--- src/rtl/rvfi_pkg.sv ---
// RVFI retire packet types shared by the core trace path and the commit serializer.
// rvfi_order_entry_t pairs a packet with its 64-bit retire order number.
package rvfi_pkg;

  typedef struct packed {
    logic        valid;
    logic        trap;
    logic        intr;
    logic [1:0]  mode;
    logic [31:0] insn;
    logic [63:0] pc_rdata;
    logic [4:0]  rd_addr;
    logic [63:0] rd_wdata;
  } rvfi_instr_t;

  typedef struct packed {
    logic [63:0] order;
    rvfi_instr_t instr;
  } rvfi_order_entry_t;

  // A trapping instruction still retires and must be traced.
  function automatic logic is_live(input rvfi_instr_t p);
    return p.valid | p.trap;
  endfunction

endpackage

--- src/rtl/rvfi_port_compactor.sv ---
// Combinational: packs live commit ports into ascending slots, tagging each with its
// order offset 0..n-1 within the cycle; zero latency, no flow control.
module rvfi_port_compactor
  import rvfi_pkg::*;
#(
  parameter int unsigned NR_COMMIT_PORTS = 2
) (
  input  rvfi_instr_t                          rvfi      [NR_COMMIT_PORTS],
  output rvfi_order_entry_t                    compacted [NR_COMMIT_PORTS],
  output logic [$clog2(NR_COMMIT_PORTS+1)-1:0] n_live
);

  localparam int unsigned CW = $clog2(NR_COMMIT_PORTS + 1);

  // Slot k receives the live port whose count of older live ports equals k.
  always_comb begin
    int rank;
    rank = 0;
    for (int k = 0; k < NR_COMMIT_PORTS; k++) begin
      compacted[k] = '0;
    end
    for (int i = 0; i < NR_COMMIT_PORTS; i++) begin
      if (is_live(rvfi[i])) begin
        for (int k = 0; k < NR_COMMIT_PORTS; k++) begin
          if (k == rank) begin
            compacted[k] = '{order: 64'(k), instr: rvfi[i]};
          end
        end
        rank++;
      end
    end
    n_live = CW'(rank);
  end

endmodule

--- src/rtl/rvfi_commit_serializer.sv ---
// Buffers up to NR_COMMIT_PORTS retires/cycle and replays them one per valid/ready handshake
// with a retire order tag; 1-cycle min latency; the core is never stalled, overflow drops and counts.
module rvfi_commit_serializer
  import rvfi_pkg::*;
#(
  parameter int unsigned NR_COMMIT_PORTS = 2,
  parameter int unsigned DEPTH           = 8
) (
  input  logic                     clk_i,
  input  logic                     rst_ni,
  input  logic                     clear_i,
  input  rvfi_instr_t              rvfi_i [NR_COMMIT_PORTS],
  output rvfi_instr_t              rvfi_o,
  output logic [63:0]              order_o,
  output logic                     valid_o,
  input  logic                     ready_i,
  output logic [$clog2(DEPTH):0]   level_o,
  output logic                     overflow_o,
  output logic [31:0]              drop_cnt_o
);

  localparam int unsigned AW = $clog2(DEPTH);
  localparam int unsigned LW = AW + 1;
  localparam int unsigned CW = $clog2(NR_COMMIT_PORTS + 1);

  if (((DEPTH & (DEPTH - 1)) != 0) || (DEPTH < NR_COMMIT_PORTS)) begin : g_param_check
    $error("rvfi_commit_serializer: DEPTH must be a power of two and >= NR_COMMIT_PORTS");
  end

  rvfi_order_entry_t mem [DEPTH];
  rvfi_order_entry_t compacted [NR_COMMIT_PORTS];
  rvfi_order_entry_t head;
  logic [CW-1:0]     n_live;
  logic [LW-1:0]     wptr, rptr, level;
  logic [LW-1:0]     wsum [NR_COMMIT_PORTS];
  logic [LW:0]       free, n_live_x, n_push, n_drop;
  logic [63:0]       order_cnt;
  logic [31:0]       drop_cnt;
  logic [32:0]       drop_sum;
  logic              overflow, empty, pop;

  rvfi_port_compactor #(
    .NR_COMMIT_PORTS(NR_COMMIT_PORTS)
  ) u_compactor (
    .rvfi      (rvfi_i),
    .compacted (compacted),
    .n_live    (n_live)
  );

  assign level    = wptr - rptr;
  assign empty    = (level == '0);
  assign pop      = !empty && ready_i && !clear_i;
  // A same-cycle pop hands its slot to this cycle's pushes.
  assign free     = (LW+1)'(DEPTH) - {1'b0, level} + {{LW{1'b0}}, pop};
  assign n_live_x = (LW+1)'(n_live);
  assign n_push   = clear_i ? '0 : ((n_live_x < free) ? n_live_x : free);
  assign n_drop   = clear_i ? '0 : (n_live_x - n_push);
  assign drop_sum = {1'b0, drop_cnt} + 33'(n_drop);

  always_comb begin
    for (int k = 0; k < NR_COMMIT_PORTS; k++) begin
      wsum[k] = wptr + LW'(k);
    end
  end

  always_ff @(posedge clk_i) begin
    for (int k = 0; k < NR_COMMIT_PORTS; k++) begin
      if ((LW+1)'(k) < n_push) begin
        mem[wsum[k][AW-1:0]] <= '{order: order_cnt + compacted[k].order,
                                  instr: compacted[k].instr};
      end
    end
  end

  always_ff @(posedge clk_i or negedge rst_ni) begin
    if (!rst_ni) begin
      wptr      <= '0;
      rptr      <= '0;
      order_cnt <= '0;
      drop_cnt  <= '0;
      overflow  <= 1'b0;
    end else if (clear_i) begin
      wptr      <= '0;
      rptr      <= '0;
      order_cnt <= '0;
      drop_cnt  <= '0;
      overflow  <= 1'b0;
    end else begin
      wptr      <= wptr + n_push[LW-1:0];
      rptr      <= rptr + LW'(pop);
      // Dropped packets still consume order numbers so the consumer sees the gap.
      order_cnt <= order_cnt + 64'(n_live);
      drop_cnt  <= drop_sum[32] ? 32'hFFFF_FFFF : drop_sum[31:0];
      overflow  <= overflow | (n_drop != '0);
    end
  end

  assign head       = mem[rptr[AW-1:0]];
  assign valid_o    = !empty;
  assign rvfi_o     = empty ? '0 : head.instr;
  assign order_o    = empty ? '0 : head.order;
  assign level_o    = level;
  assign overflow_o = overflow;
  assign drop_cnt_o = drop_cnt;

endmodule

--- config.mk ---
export PLATFORM = sky130hd
export DESIGN_NAME = rvfi_commit_serializer
export DESIGN_NICKNAME = d
export VERILOG_FILES = /design/src/rtl/rvfi_pkg.sv /design/src/rtl/rvfi_port_compactor.sv /design/src/rtl/rvfi_commit_serializer.sv
export SDC_FILE = /design/constraint.sdc
export NUM_CORES = 2
export LEC_CHECK = 0
export ABC_AREA = 0
export CORE_ASPECT_RATIO = 1.2
export CORE_MARGIN = 10
export CORE_UTILIZATION = 25
export DETAILED_ROUTE_END_ITERATION = 16
export GPL_TIMING_DRIVEN = 0
export PLACE_DENSITY = 0.36
export REMOVE_ABC_BUFFERS = 1
export SLEW_MARGIN = 20
export SYNTH_ARGS = -nofsm -noshare
export SYNTH_HDL_FRONTEND = slang
export SYNTH_SLANG_ARGS = --single-unit
--- constraint.sdc ---
create_clock -name clk_i -period 33.1 [get_ports clk_i]
set_clock_uncertainty 0.05 [all_clocks]
set_input_delay 6.62 -clock clk_i [delete_from_list [all_inputs] [get_ports clk_i]]
set_output_delay 6.62 -clock clk_i [all_outputs]
set_load 0.005 [all_outputs]
# ---- Yosys cells after proc, flatten, opt, wreduce, memory -nomap -nowiden
# Memory sizes are Yosys's and may differ from the RTL's.
# Index checks and enable logic that the tools add are counted.
dict set report classes {
  bitwise_logic 3
  magnitude_cmp 3
  n_addsub 12
  mux 21
  n_eq_ne 1
  reduce_logical 7
}
# cell n
set ops {}
lappend ops {{$mux W170} 3}
lappend ops {{$mux W468} 1}
lappend ops {{$mux W171} 1}
lappend ops {{$add A64 B64 Y64} 2}
lappend ops {{$mux W64} 2}
lappend ops {{$add A64 B2 Y64} 1}
lappend ops {{$mux W32} 2}
lappend ops {{$add A32 B5 Y33} 1}
lappend ops {{$logic_not A32 Y1} 1}
lappend ops {{$mux W5} 3}
lappend ops {{$lt A1 B5 Y1 const A} 2}
lappend ops {{$mux W4} 2}
lappend ops {{$mux W1} 6}
lappend ops {{$add A5 B1 Y5} 1}
lappend ops {{$lt A2 B5 Y1} 1}
lappend ops {{$reduce_bool A5 Y1} 1}
lappend ops {{$sub A2 B5 Y5} 1}
lappend ops {{$sub A4 B4 Y5 const A} 1}
lappend ops {{$add A4 B1 Y4} 1}
lappend ops {{$add A4 B4 Y4} 1}
lappend ops {{$logic_not A4 Y1} 1}
lappend ops {{$sub A4 B4 Y4} 1}
lappend ops {{$add A3 B1 Y3 const B} 1}
lappend ops {{$or A1 B1 Y1} 3}
lappend ops {{other kinds (5)} 7}
dict set report totals {
  n_memories 1
  mem_bits_rw 1872
  inputBits 344
  ff_bits 105
  out_inout_bits 272
  word_cells 53
}
# memory words word_bits rd rd_clocked_by_memory_dff wr line
set memory_table {}
lappend memory_table {mem 8 234 1 0 2 rvfi_commit_serializer.sv:30} ;# rvfi_order_entry_t mem [DEPTH];

# ---- Logic depth before layout (Yosys ltp)
dict set report depth {
  ltp_word 14
  mapped_depth 37
  ltp_nobuf 31
}

# ---- By module
# A second synthesis with hierarchy kept.
dict set report hier_totals {
  cells_unflattened 11563
  area_unflattened_um2 113400.0
}
# module seq_area_each_um2 instances cells_per_inst area_per_inst_um2
set by_module_without_submodules {}
lappend by_module_without_submodules {rvfi_commit_serializer 58841.4 1 10639 108166.2}
lappend by_module_without_submodules {rvfi_port_compactor 0.0 1 924 5233.8}

# ---- Worst setup path before layout
# Ideal clock, no wire load.
dict set report synth_timing {
  path_type {in2reg}
  startpoint {input rvfi_i[339] (netlist bit)}
  endpoint {memory mem[0][0] (netlist bit) (enable)}
  setup_slack_ps 5509
  n_path_buf 2
  required_time_ps 31879
  stages 12
  arrival_time_ps 26370
  setup_ps 1171
  path_cell_list {nor2_2 -> clkbuf_1 -> inv_1 -> ha_1 -> ha_1 -> o21a_1 -> nor2_1 -> nor3_4 -> buf_4 -> mux2i_1 -> a21o_1 -> o31ai_1}
}
# element line
set synth_rtl {}
lappend synth_rtl {{start: declaration} rvfi_commit_serializer.sv:12} ;# input rvfi_instr_t rvfi_i [NR_COMMIT_PORTS],
lappend synth_rtl {{end: declaration} rvfi_commit_serializer.sv:30}

==> results.cfg <==
[run_status]
status = complete, no violations

[floorplan]
io_pins = 616
core_area_um2 = 395000
row_count = 253
dieArea_um2 = 422000
start_util_pct = 25.1
die_h_um = 709
die_x_um = 594

[setup_path]
r2r-start = rptr[2]
slowest_stage = dfrtp_4
cpPeakStageDelay_ps = 640
regToRegSetupSlack_ps = 23210
critPathBufInv = 16
worstReg2RegEnd = drop_cnt_o[23]
cp.required_ps = 26430
critPathCaptureType = primary output
cpLargestDelayFamily = buffers and inverters
worstPathArrival_ps = 7430
crit_type = flop to primary output
path_common_cell = buf_2
critPathLaunchType = flop
worstPathMaxFanout = 57
ff2ff_path_depth = 34
path_cells = buf_16, buf_16, inv_8, buf_16, ha_1, a21oi_1, and3_1, nor2_1, nor4_2, buf_2, buf_2, buf_2, buf_4, buf_2, buf_2, buf_2, buf_2, buf_2, buf_2, buf_2, a21oi_1, clkdlybuf4s50_1

[power]
pwr-share-seq_pct = 33.9
p_clk_share_pct = 24.0
combinationalPowerShare_pct = 42.1
vdd_drop_max_uv = 51.5
switching_power_mw = 3.79
p_sw_share_pct = 35.5
powerDensity_nw_per_um2 = 83.5
finalPower_mw = 10.7
power.static_leakage_nw = 41.7
p_int_mw = 6.87

[job]
maxCapViolations = 0

[layout]
seq_area_um2 = 58900
multiInputGateArea_um2 = 36900
syn_to_final_growth_pct = 28.9
fin_util_pct = 32.3
nFillCells = 38800
layout.nets = 8316
drive_gt1_share_pct = 18.1

[sta]
slew_headroom_pct = 16.7
slew_viol_final = 0
final.setup.tns_ps = 0
finalSetupViolCount = 0
finalCriticalPeriod_ps = 14100
hold_viol_final = 0
fin_ws_ps = 19000
timing.final.crit_share_pct = 42.6
fmax_mhz = 70.9
rsz0062_at_grt = no
worstMarginPinSlew_ps = 1240

[clock_tree]
cts_setup_buffers = 0
postCtsHoldBufs = 0
cts.clk_slew.worst_paths_ps = 60
cts_sinks = 1977
clk_latency_ps = 890
cts_resized = 0
htree_num_levels = 4
clk_path_buf_depth = 4
cts_buffers = 233
cts_tree = yes
root_buffer = clkbuf_16

[placed_design]
dp_hpwl_um = 301000
portBuffers = 615
place_ws_ps = 18490
globalplace.congestion = 0.711

[drt]
drtIter0Drc = 6541
vias = 69900
wl_per_cell_um = 31.9
dr.pass1.iters = 6
drc = 0
finalWirelength_um = 428000
vias_per_cell = 5.21
ant_nets = 0

[global_route]
grt_max_degree = 59
grt-ovfl-total = 0
grt.total_usage_pct = 19.5
grt_pass1_vias = 71900
antenna_found_initial = 103
grt_pass1_wl_um = 596000

[min_path]
hold_end = overflow_o
hold_class = flop to flop
hp-start = overflow_o
min_path_cells = 2

[logic_synthesis]
synth_top_area_share_pct = 56.8
synth_edf_count = 1872
synth_cells = 7309
yosys_most_used_dff = edfxtp_1
yosys.area.top_type = edfxtp_1
syn_area_um2 = 99000
ys_ff_latch = 1977
postSynth.asyncResetShare_pct = 5.31
yosysSeqAreaShare_pct = 59.4
synth_area_leaders = edfxtp_1 (57%), o2bb2ai_1 (12%), mux4_2 (11%)
yosys.cell_types.count = 54
avgSynthCellArea_um2 = 13.5
ys_warn_count = 0
-- placed cells by master, fill, tap and decap left out, types with 14 or more instances in the layout --
cell type | synthesis | final
edfxtp_1 | 1872 | 1872
o2bb2ai_1 | 1344 | 1344
nand2_1 | 1068 | 1068
clkdlybuf4s50_1 | 0 | 613
mux4_2 | 468 | 468
nor2_1 | 310 | 301
a21oi_1 | 281 | 281
xnor2_1 | 263 | 259
xor2_1 | 258 | 258
buf_16 | 0 | 244
clkbuf_16 | 0 | 235
buf_6 | 0 | 168
dfrtp_1 | 105 | 102
buf_8 | 0 | 96
o21ai_0 | 95 | 91
clkbuf_1 | 306 | 66
nand3_1 | 62 | 62
clkinv_1 | 1 | 61
buf_12 | 0 | 60
nor3_1 | 54 | 53
buf_2 | 257 | 44
nand4_1 | 34 | 34
clkinv_2 | 0 | 32
diode_2 | 0 | 31
inv_1 | 27 | 27
buf_4 | 4 | 25
ha_1 | 24 | 24
and3_1 | 21 | 21
or3_1 | 20 | 20
o211ai_1 | 18 | 18
nor4_1 | 20 | 14
nor2b_1 | 14 | 14
bufinv_16 | 0 | 14
-- routing by layer --
metal | vias to the layer above | track usage [%] | part of all wire, %
li1 | 29700 | - | -
met1 | 36700 | 25.9 | 42
met2 | 2855 | 32.0 | 47
met3 | 582 | 5.01 | 8.4
met4 | 70 | 4.29 | 2.4
met5 | - | 0 | 0.10
-- power by group through the flow --
stage	combinational, mW	sequential (mW)	clock, mW
after global placement	3.54	5.15	0
after detailed placement	4.56	3.67	0
after floorplan	2.10	4.13	0
after global routing	4.75	3.66	2.71
after CTS	4.57	3.62	2.62
final	4.49	3.61	2.56
-- final cells by class --
cell class,instances,share of cell area (%)
clock inverters,123,0.820
repair buffers,1250,13.9
inverters,30,0.0941
flip-flops and latches,1977,46.1
well taps,5227,5.12
diodes,31,0.0608
multi-input cells,4451,28.9
clock buffers,311,4.91
-- kinds of logic (layout without fill, tap and decap cells) --
family,count (synthesis),count (layout),share of synthesized area [%]
buffers and inverters,881,1714,3.68
AOI/OAI and AO/OA,1771,1771,14.2
xor gates and xnor gates,525,525,4.67
and+or+nand+nor,1639,1639,6.78
muxes,486,486,10.9
adders and majority gates,29,29,0.404
other,1,32,0.00379
DFF,1977,1977,59.4
-- state kept, by name, summed over array words and instances (netlist names) --
signal,cells
wptr,4
overflow_o,1
rptr,4
mem,1872
drop_cnt_o,32
order_cnt,64
-- metrics by stage --
| stage | instance area, um^2 | hold WS (ps) | cells |
|---|---|---|---|
| global placement | 108000 | 443 | 12300 |
| CTS | 128000 | 466 | 13400 |
| detailed placement | 120000 | 447 | 12900 |
| floorplan | 95500 | 445 | 6458 |
| global route | 128000 | 517 | 13400 |
| finish | 128000 | 465 | 13400 |
-- cells in the mapped netlist (2+ instances only) --
library cell,number
nor2_1,310
mux2i_1,10
buf_2,257
a21oi_1,281
o21ai_0,95
nor4_1,20
o21ai_1,9
a31oi_1,2
nand2b_1,5
mux4_2,468
or2_2,3
or4_1,7
nand4_1,34
xnor2_2,4
o21a_1,5
a211oi_1,3
nand2_1,1068
a21o_1,4
and4_1,8
xor2_1,258
xnor2_1,263
o2bb2ai_1,1344
nor2b_1,14
buf_1,283
or3_1,20
o211ai_1,18
clkbuf_1,306
mux2_4,8
fa_1,5
edfxtp_1,1872
and3_1,21
o31ai_1,5
dfrtp_1,105
buf_4,4
inv_2,2
inv_1,27
ha_1,24
nor3_1,54
nor3_2,2
nand3_1,62
o21bai_1,2
and2_1,5
-- worst register-to-register path: cells and delay by family, from the launching register on --
kind            cells  cell delay, ps
fa+ha+maj           6            2270
compound gates      5            1390
mux                 1             170
buf+inv            10            2630
simple gates       12            2690
flops               1             640
-- worst max-delay path by stage --
stage,start,to,slack (ps),cells past startpoint
final,rptr[2],rvfi_o[48],19000,22
after global routing,rptr[2],rvfi_o[32],18610,24
after CTS,rptr[2],rvfi_o[32],18730,24
after detailed placement,rvfi_i[339],drop_cnt_o[23],18490,23
after global placement,rptr[2],mem[7][15],-164900,18
after floorplan,rptr[0],mem[0][0],-24280,18
(Power assumes the default switching activity.)
